**src/rtl/arb_pkg.sv**
```systemverilog
// Types and constants shared by the grant-consuming mux and round_robin_arbiter.
package arb_pkg;

    typedef enum logic {
        IDLE  = 1'b0,
        BURST = 1'b1
    } state_t;

    localparam int ARB_N = 5;
    localparam int ARB_W = 32;

    // True when exactly one bit of the (zero-extended) vector is set.
    function automatic logic onehot_is_legal(input logic [31:0] vec);
        return $countones(vec) == 1;
    endfunction

endpackage

```
**src/rtl/onehot_to_bin.sv**
```systemverilog
// One-hot to binary index encoder with a multi-hot flag.
module onehot_to_bin #(
    parameter int N    = 5,
    parameter int IDXW = $clog2(N)
) (
    input  logic [N-1:0]    onehot,
    output logic [IDXW-1:0] idx,
    output logic            multi
);

    // OR-reduce indices so a legal one-hot input yields its position directly.
    always_comb begin
        logic seen;
        idx   = '0;
        multi = 1'b0;
        seen  = 1'b0;
        for (int i = 0; i < N; i++) begin
            if (onehot[i]) begin
                idx = idx | IDXW'(i);
                if (seen) begin
                    multi = 1'b1;
                end
                seen = 1'b1;
            end
        end
    end

endmodule

```
**src/rtl/rr_burst_mux.sv**
```systemverilog
// Locks onto an arbiter-granted channel for a whole burst and forwards its
// beats through a single output register to a shared sink.
module rr_burst_mux
    import arb_pkg::*;
#(
    parameter int N         = ARB_N,
    parameter int W         = ARB_W,
    parameter int MAX_BEATS = 16,
    parameter int IDXW      = $clog2(N)
) (
    input  logic            clk,
    input  logic            rst,
    input  logic [N-1:0]    in_valid,
    input  logic [N*W-1:0]  in_data,
    input  logic [N-1:0]    in_last,
    output logic [N-1:0]    in_ready,
    output logic [N-1:0]    arb_req,
    input  logic [N-1:0]    gnt,
    output logic            out_valid,
    output logic [W-1:0]    out_data,
    output logic            out_last,
    output logic [IDXW-1:0] out_src,
    input  logic            out_ready,
    output logic            gnt_err
);

    localparam int CNTW = $clog2(MAX_BEATS + 1);

    state_t            state;
    state_t            next_state;
    logic [IDXW-1:0]   sel;
    logic [CNTW-1:0]   beat_cnt;
    logic [IDXW-1:0]   gnt_idx;
    logic              gnt_multi;
    logic              gnt_legal;
    logic              lock;
    logic              beat_accept;
    logic              err_set;
    logic [W-1:0]      sel_data;
    logic              sel_last;

    onehot_to_bin #(
        .N    (N),
        .IDXW (IDXW)
    ) u_gnt_enc (
        .onehot (gnt),
        .idx    (gnt_idx),
        .multi  (gnt_multi)
    );

    assign gnt_legal = onehot_is_legal(32'(gnt));
    assign sel_data  = in_data[int'(sel)*W +: W];
    assign sel_last  = in_last[sel];

    always_ff @(posedge clk or posedge rst) begin
        if (rst) begin
            state <= IDLE;
        end else begin
            state <= next_state;
        end
    end

    // Arbiter only sees requests while idle, so its pointer holds during a burst.
    always_comb begin
        next_state  = state;
        arb_req     = '0;
        in_ready    = '0;
        lock        = 1'b0;
        beat_accept = 1'b0;
        err_set     = 1'b0;
        case (state)
            IDLE: begin
                arb_req = in_valid;
                if (gnt_multi) begin
                    err_set = 1'b1;
                end else if (gnt_legal && in_valid[gnt_idx]) begin
                    lock       = 1'b1;
                    next_state = BURST;
                end
            end
            BURST: begin
                in_ready[sel] = !out_valid || out_ready;
                beat_accept   = in_valid[sel] && in_ready[sel];
                if (beat_accept) begin
                    if (sel_last) begin
                        next_state = IDLE;
                    end else if (beat_cnt == CNTW'(MAX_BEATS - 1)) begin
                        next_state = IDLE;
                        err_set    = 1'b1;
                    end
                end
            end
            default: next_state = IDLE;
        endcase
    end

    always_ff @(posedge clk or posedge rst) begin
        if (rst) begin
            sel      <= '0;
            beat_cnt <= '0;
            gnt_err  <= 1'b0;
        end else begin
            if (lock) begin
                sel      <= gnt_idx;
                beat_cnt <= '0;
            end else if (beat_accept && beat_cnt != CNTW'(MAX_BEATS)) begin
                beat_cnt <= beat_cnt + CNTW'(1);
            end
            if (err_set) begin
                gnt_err <= 1'b1;
            end
        end
    end

    // A load wins over a drain, so drain+load in one cycle keeps out_valid high.
    always_ff @(posedge clk or posedge rst) begin
        if (rst) begin
            out_valid <= 1'b0;
            out_data  <= '0;
            out_last  <= 1'b0;
            out_src   <= '0;
        end else if (beat_accept) begin
            out_valid <= 1'b1;
            out_data  <= sel_data;
            out_last  <= sel_last;
            out_src   <= sel;
        end else if (out_ready) begin
            out_valid <= 1'b0;
        end
    end

endmodule
```
**config.mk**
```make
export PLATFORM = sky130hd
export DESIGN_NAME = rr_burst_mux
export DESIGN_NICKNAME = d
export VERILOG_FILES = /design/src/rtl/arb_pkg.sv /design/src/rtl/onehot_to_bin.sv /design/src/rtl/rr_burst_mux.sv
export SDC_FILE = /design/constraint.sdc
export NUM_CORES = 1
export LEC_CHECK = 0
export ABC_AREA = 1
export CORE_ASPECT_RATIO = 0.5
export CORE_MARGIN = 1
export CORE_UTILIZATION = 39
export CTS_CLUSTER_SIZE = 40
export DETAILED_ROUTE_END_ITERATION = 16
export GPL_TIMING_DRIVEN = 0
export PLACE_DENSITY_LB_ADDON = 0.15
export SYNTH_ARGS = -nofsm -noshare
export SYNTH_HDL_FRONTEND = slang
export SYNTH_SLANG_ARGS = --single-unit
```
**constraint.sdc**
```tcl
create_clock -name clk -period 3.8 [get_ports clk]
set_input_delay 1.14 -clock clk [delete_from_list [all_inputs] [get_ports clk]]
set_output_delay 1.14 -clock clk [all_outputs]
set_load 0.01 [all_outputs]
```
==> impl_metrics.env, run 1 <==
export IMPL_status="finished clean"
export IMPL_ctsHtreeMaxLevel=2
export IMPL_grt_pass1_vias=4249
export IMPL_start_kind="input pin"
export IMPL_power_leakage_uw=0.00265
export IMPL_critical_path_class="in2out"
export IMPL_die_w_um=134
export IMPL_cts_setup_buffers=0
export IMPL_path_max_fanout=5
export IMPL_ys_warn_count=0
export IMPL_syn_area_mm2=0.00337
export IMPL_grt_total_usage=0.296
export IMPL_placed_area_mm2=0.00579
export IMPL_multi_input_area_mm2=0.00191
export IMPL_ir_drop_uv=335
export IMPL_antennaDiodeCount=0
export IMPL_num_nets_final=935
export IMPL_grt_overflow_total=0
export IMPL_vias=4536
export IMPL_port_buffer_count=225
export IMPL_hold_class="reg2reg"
export IMPL_core_area_mm2=0.00820
export IMPL_route_detailed_drc=0
export IMPL_critPathCapture="in_ready[2]"
export IMPL_finalSetupViolations=0
export IMPL_drt_iter0_markers=341
export IMPL_fmax_ghz=0.272
export IMPL_dieArea_mm2=0.00905
export IMPL_finalInstanceArea_mm2=0.00594
export IMPL_wl_per_cell_um=15.8
export IMPL_layout_drive_gt1_share=0.0427
export IMPL_relSlewSlack=0.625
export IMPL_firstDrtPassIters=5
export IMPL_cp_startpoint="out_ready"
export IMPL_cts_tree="yes"
export IMPL_clock_latency_ns=0.29
export IMPL_rsz0062_at_grt="false"
export IMPL_fin_util=0.724
export IMPL_min_period_ns=3.67
export IMPL_critPathCaptureType="output port"
export IMPL_clk_pin_slew_worst_paths_ns=0.07
export IMPL_cts_root_buf="clkbuf_16"
export IMPL_hold_buffers=0
export IMPL_die_h_um=67.8
export IMPL_worst_slew_pin_slew_ns=0.562
export IMPL_worstRegToRegCells=6
export IMPL_ys_types=24
export IMPL_cts_made_buffers=5
export IMPL_area_growth_pct=76.0
export IMPL_place_gp_congestion=0.898
export IMPL_final_hold_viol_count=0
export IMPL_synth_fp_nets=702
export IMPL_worstPathArrival_ns=2.53
export IMPL_reg2reg_from="sel[2]"
export IMPL_grt_max_degree=43
export IMPL_ys_seq_area_frac=0.349
export IMPL_power_density_mw_per_mm2=583
export IMPL_rows=23
export IMPL_grt_first_pass_wirelength_mm=20.6
export IMPL_clock_sinks=47
export IMPL_via_per_inst=5.26
export IMPL_synth_cells=516
export IMPL_io_pins=226
export IMPL_total_power_uw=3460
export IMPL_drv_slew=0
export IMPL_r2r_end="out_data[19]"
export IMPL_fillers=682
export IMPL_dp_hpwl_mm=10.4
export IMPL_r2r_slack_ns=1.90
export IMPL_clock_skew_final_ns=0.00543
export IMPL_register_area_mm2=0.00118
export IMPL_wl_mm=13.6
export IMPL_ant_nets=0
export IMPL_syn_avg_cell_area_um2=6.54
export IMPL_max_cap_viol_count=0
export IMPL_period_share=0.966
export IMPL_worstPathRequired_ns=2.66
export IMPL_ys_ff_latch=47
export IMPL_cts_resized_gates=0
export IMPL_initial_core_util=0.411
export IMPL_cts_buffer_depth=2
export IMPL_antenna_found_initial=0
cell usage after synthesis, drive strengths merged:
master / number / area, µm²
inv: 35 / 131
nand2: 179 / 674
a21oi: 1 / 5.00
nor2: 85 / 339
nand4: 3 / 18.8
clkbuf: 18 / 67.6
dfrtp: 47 / 1180
fa: 2 / 40.0
ha: 6 / 75.1
xor2: 2 / 17.5
o211ai: 2 / 15.0
nand3: 17 / 85.1
nor3: 1 / 5.00
o221ai: 32 / 280
o21ai: 71 / 355
buf: 15 / 87.6
worst max-delay path, stage by stage:
cell	delay [ns]
clkdlybuf4s50_1	0.45
inv_1	0.04
nand2_2	0.10
nand3_1	0.10
nor2_1	0.14
clkdlybuf4s50_1	0.55
final cells by class:
| type | count | share of cell area |
|---|---|---|
| flip-flops and latches | 47 | 0.198 |
| well taps | 112 | 0.0236 |
| repair buffers | 226 | 0.383 |
| inverters | 35 | 0.0221 |
| clock inverters | 3 | 0.00337 |
| plain buffers | 33 | 0.0261 |
| multi-input cells | 401 | 0.322 |
| clock buffers | 5 | 0.0211 |
cell usage in the layout (no fill, tap or decap), types with 10 or more instances in the layout:
cell type / count
buf_2: 10
clkbuf_1: 18
clkdlybuf4s50_1: 224
nand3_1: 17
nand2_1: 177
inv_1: 32
dfrtp_1: 47
o21ai_0: 70
o221ai_1: 32
nor2_1: 81
state kept, by name, summed over array words and instances, names as in the netlist:
signal and cells:
out_last 1, state 1, sel 3, out_data 32
out_valid 1, out_src 3, gnt_err 1, beat_cnt 5
through the flow:
| stage | hold slack (ns) | setup TNS [ns] | worst slack [ns] | std cells |
|---|---|---|---|---|
| after floorplan | 0.493 | 0 | 0.676 | 516 |
| after global placement | 0.461 | -0.248 | -0.0517 | 853 |
| after detailed placement | 0.464 | -0.549 | -0.0995 | 854 |
| after CTS | 0.483 | 0 | 0.0754 | 862 |
| after global routing | 0.498 | 0 | 0.0542 | 862 |
| final | 0.480 | 0 | 0.128 | 862 |
how the worst min path moves through the flow:
stage | slack (ns) | cells past startpoint | startpoint | end
after global routing | 0.50 | 2 | out_data[4] | out_data[4]
final | 0.48 | 2 | gnt_err | gnt_err
after global placement | 0.46 | 2 | out_data[28] | out_data[28]
after floorplan | 0.49 | 2 | beat_cnt[4] | beat_cnt[4]
after detailed placement | 0.46 | 2 | out_data[14] | out_data[14]
after CTS | 0.48 | 2 | out_data[9] | out_data[9]
report_power, final:
part           internal [µW]  switching (µW)  total [µW]  leakage (µW)
registers                707             129         836      0.000609
logic                    968            1200        2170       0.00197
clock network            243             207         450     0.0000658
total                   1920            1540        3460       0.00265
per-layer routing:
metal,track usage,routed length (µm)
met2,0.540,6730
met5,0,0
met4,0.0952,277
met1,0.364,5710
met3,0.0503,873
cells by family (layout without fill, tap and decap cells):
group / Yosys count / in the layout / synth area share
xor+xnor: 2 / 2 / 0.00519
simple gates: 285 / 285 / 0.333
fa+ha+maj: 8 / 8 / 0.0341
compound gates: 106 / 106 / 0.194
flops: 47 / 47 / 0.349
buf+inv: 68 / 302 / 0.0849
Power figures use the tool's default switching activity.
==> inputs of run 2 (changes only) <==
Settings changed: SETUP_SLACK_MARGIN from default to 0.3, SYNTH_HIERARCHICAL from default to 1.
==> impl_metrics.env, run 2 <==
export IMPL_grt_max_degree=32
export IMPL_clk_pin_slew_worst_paths_ns=0.06
export IMPL_grt_pass1_vias=4101
export IMPL_synth_commonest_cells="181 x nand2_1, 79 x nor2_1, 70 x o21ai_0"
export IMPL_critPathCaptureType="output port"
export IMPL_place_ws_ns=-0.136
export IMPL_ant_nets=0
export IMPL_ys_types=25
export IMPL_hold_class="reg2reg"
export IMPL_clock_sinks=47
export IMPL_min_period_ns=3.38
export IMPL_power_internal_uw=1850
export IMPL_p_switching_uw=1460
export IMPL_io_pins=226
export IMPL_layout_commonest_cell="clkdlybuf4s50_1"
export IMPL_final_hold_viol_count=0
export IMPL_ys_warn_count=6
export IMPL_syn_area_mm2=0.00337
export IMPL_yosysMostFrequentCell="nand2_1"
export IMPL_top_register="out_data"
export IMPL_largest_reg_flops=32
export IMPL_synth_edff_count=0
export IMPL_yosysTopAreaCell="dfrtp_1"
export IMPL_worstPathArrival_ns=2.24
export IMPL_period_share=0.889
export IMPL_register_area_mm2=0.00118
export IMPL_synth_flop_cell="dfrtp_1"
export IMPL_cts_tree="yes"
export IMPL_start_kind="input pin"
export IMPL_reg2reg_from="sel[2]"
export IMPL_worst_hold_slack_ns=0.480
export IMPL_tns_ns=0
export IMPL_synth_fp_nets=702
export IMPL_syn_avg_cell_area_um2=6.51
export IMPL_fin_util=0.725
export IMPL_firstDrtPassIters=5
export IMPL_clock_skew_final_ns=0.00478
export IMPL_dp_cells=856
export IMPL_rows=23
export IMPL_area_growth_pct=76.2
export IMPL_path_max_fanout=5
export IMPL_via_per_inst=5.07
export IMPL_die_h_um=67.8
export IMPL_die_w_um=134
export IMPL_synth_top_area_frac=0.349
export IMPL_hold_path_cell_count=2
export IMPL_instances_no_fill=863
export IMPL_initial_core_util=0.411
export IMPL_power_leakage_uw=0.00273
export IMPL_relSlewSlack=0.627
export IMPL_rsz0062_at_grt="false"
export IMPL_grt_overflow_total=0
export IMPL_synth_cells=518
export IMPL_ir_drop_uv=258
export IMPL_wl_mm=13.4
export IMPL_ys_seq_area_frac=0.349
export IMPL_final_cell_mix="213 x clkdlybuf4s50_1, 180 x nand2_1, 79 x nor2_1"
export IMPL_wl_per_cell_um=15.6
export IMPL_layout_drive_gt1_share=0.0466
export IMPL_antenna_found_initial=0
export IMPL_switching_share=0.441
export IMPL_combPwrFrac=0.628
export IMPL_ctsHtreeMaxLevel=2
export IMPL_setup_slack_ns=0.421
export IMPL_r2r_end="out_data[4]"
export IMPL_r2r_slack_ns=1.88
export IMPL_place_gp_congestion=0.811
export IMPL_max_cap_viol_count=0
export IMPL_power_density_mw_per_mm2=555
export IMPL_worstPathRequired_ns=2.66
export IMPL_drv_slew=0
export IMPL_dieArea_mm2=0.00905
export IMPL_ys_ff_latch=47
export IMPL_busiest_layer="met2"
export IMPL_num_nets_final=936
export IMPL_status="finished clean"
export IMPL_core_area_mm2=0.00820
export IMPL_async_flop_share=1.00
export IMPL_dp_hpwl_mm=10.3
export IMPL_route_detailed_drc=0
export IMPL_grt_total_usage=0.288
export IMPL_port_buffer_count=225
export IMPL_vias=4374
export IMPL_top_regs="out_data (32), beat_cnt (5)"
export IMPL_critical_path_class="in2out"
export IMPL_grt_util_met3=0.0571
export IMPL_fmax_ghz=0.296
export IMPL_met1_usage=0.360
export IMPL_worstHoldStart="out_data[10]"
export IMPL_worst_slew_pin_slew_ns=0.559
export IMPL_grtUsageMet2=0.507
export IMPL_grt_first_pass_wirelength_mm=20.1
export IMPL_worstRegToRegCells=6
export IMPL_clock_latency_ns=0.29
export IMPL_multi_input_area_mm2=0.00192
export IMPL_fillers=691
export IMPL_cts_root_buf="clkbuf_16"
export IMPL_cts_made_buffers=5
export IMPL_drt_iter0_markers=245
export IMPL_pwr_share_clk=0.127
export IMPL_synth_area_leaders="dfrtp_1 35%, nand2_1 20%, o21ai_0 10%"
export IMPL_antennaDiodeCount=0
export IMPL_finalSetupViolations=0
export IMPL_holdPathEnd="out_data[10]"
export IMPL_cts_buffer_depth=2
export IMPL_sequentialPowerShare=0.245
## run 2: metal layers
| layer | part of all wire | routed length (µm) |
|---|---|---|
| met5 | 0 | 0 |
| met4 | 0.018 | 237 |
| met3 | 0.063 | 844 |
| met2 | 0.49 | 6570 |
| met1 | 0.43 | 5780 |
## run 2: cells by family after synthesis
kind of cell | after synthesis | synth area share
AO/OA/AOI/OAI | 106 | 0.194
adder cells (fa/ha/maj) | 6 | 0.0267
buffers and inverters | 68 | 0.0875
flip-flops | 47 | 0.349
AND/OR/NAND/NOR | 289 | 0.338
XOR/XNOR | 2 | 0.00519
## run 2: repair_timing
item	CTS	global route
setup buffers	1	0
resized for setup	11	7
setup endpoints to repair	14	11
pin swaps	1	1
hold buffers	0	0
## run 2: area by class of cell
cell class                      instances  area share
Multi-Input combinational cell        403       0.323
Sequential cell                        47       0.198
Buffer                                 34      0.0284
Tap cell                              112      0.0236
Inverter                               34      0.0219
Clock buffer                            6      0.0217
Timing Repair Buffer                  227       0.384
## run 2: how the worst max path moves through the flow
stage                      startpoint           to  slack, ns  cells past startpoint
after global routing           gnt[0]  beat_cnt[2]       0.30                     12
after floorplan                gnt[0]  beat_cnt[4]       0.64                      9
after detailed placement       gnt[0]       sel[1]      -0.14                     10
after CTS                 in_valid[0]   arb_req[0]       0.30                      4
after global placement         gnt[0]  beat_cnt[0]      -0.06                     10
final                       out_ready  in_ready[4]       0.42                      6
## run 2: power by group through the flow
stage	clock network, µW	registers [µW]	logic [µW]
floorplan	0	879	1060
global placement	0	804	2020
CTS	418	806	2070
global route	444	828	2280
finish	418	809	2070
detailed placement	0	813	2050
## run 2: critical path, cell delays in order
cell,delay [ns]
clkdlybuf4s50_1,0.45
inv_1,0.04
nand2_2,0.10
nand2_1,0.06
nor2_1,0.15
dlygate4sd2_1,0.29
## run 2: stage by stage
stage	total power, µW	area [µm²]
final	3300	5950
after global routing	3550	5950
after CTS	3290	5930
after detailed placement	2870	5790
after global placement	2830	5770
after floorplan	1940	3370
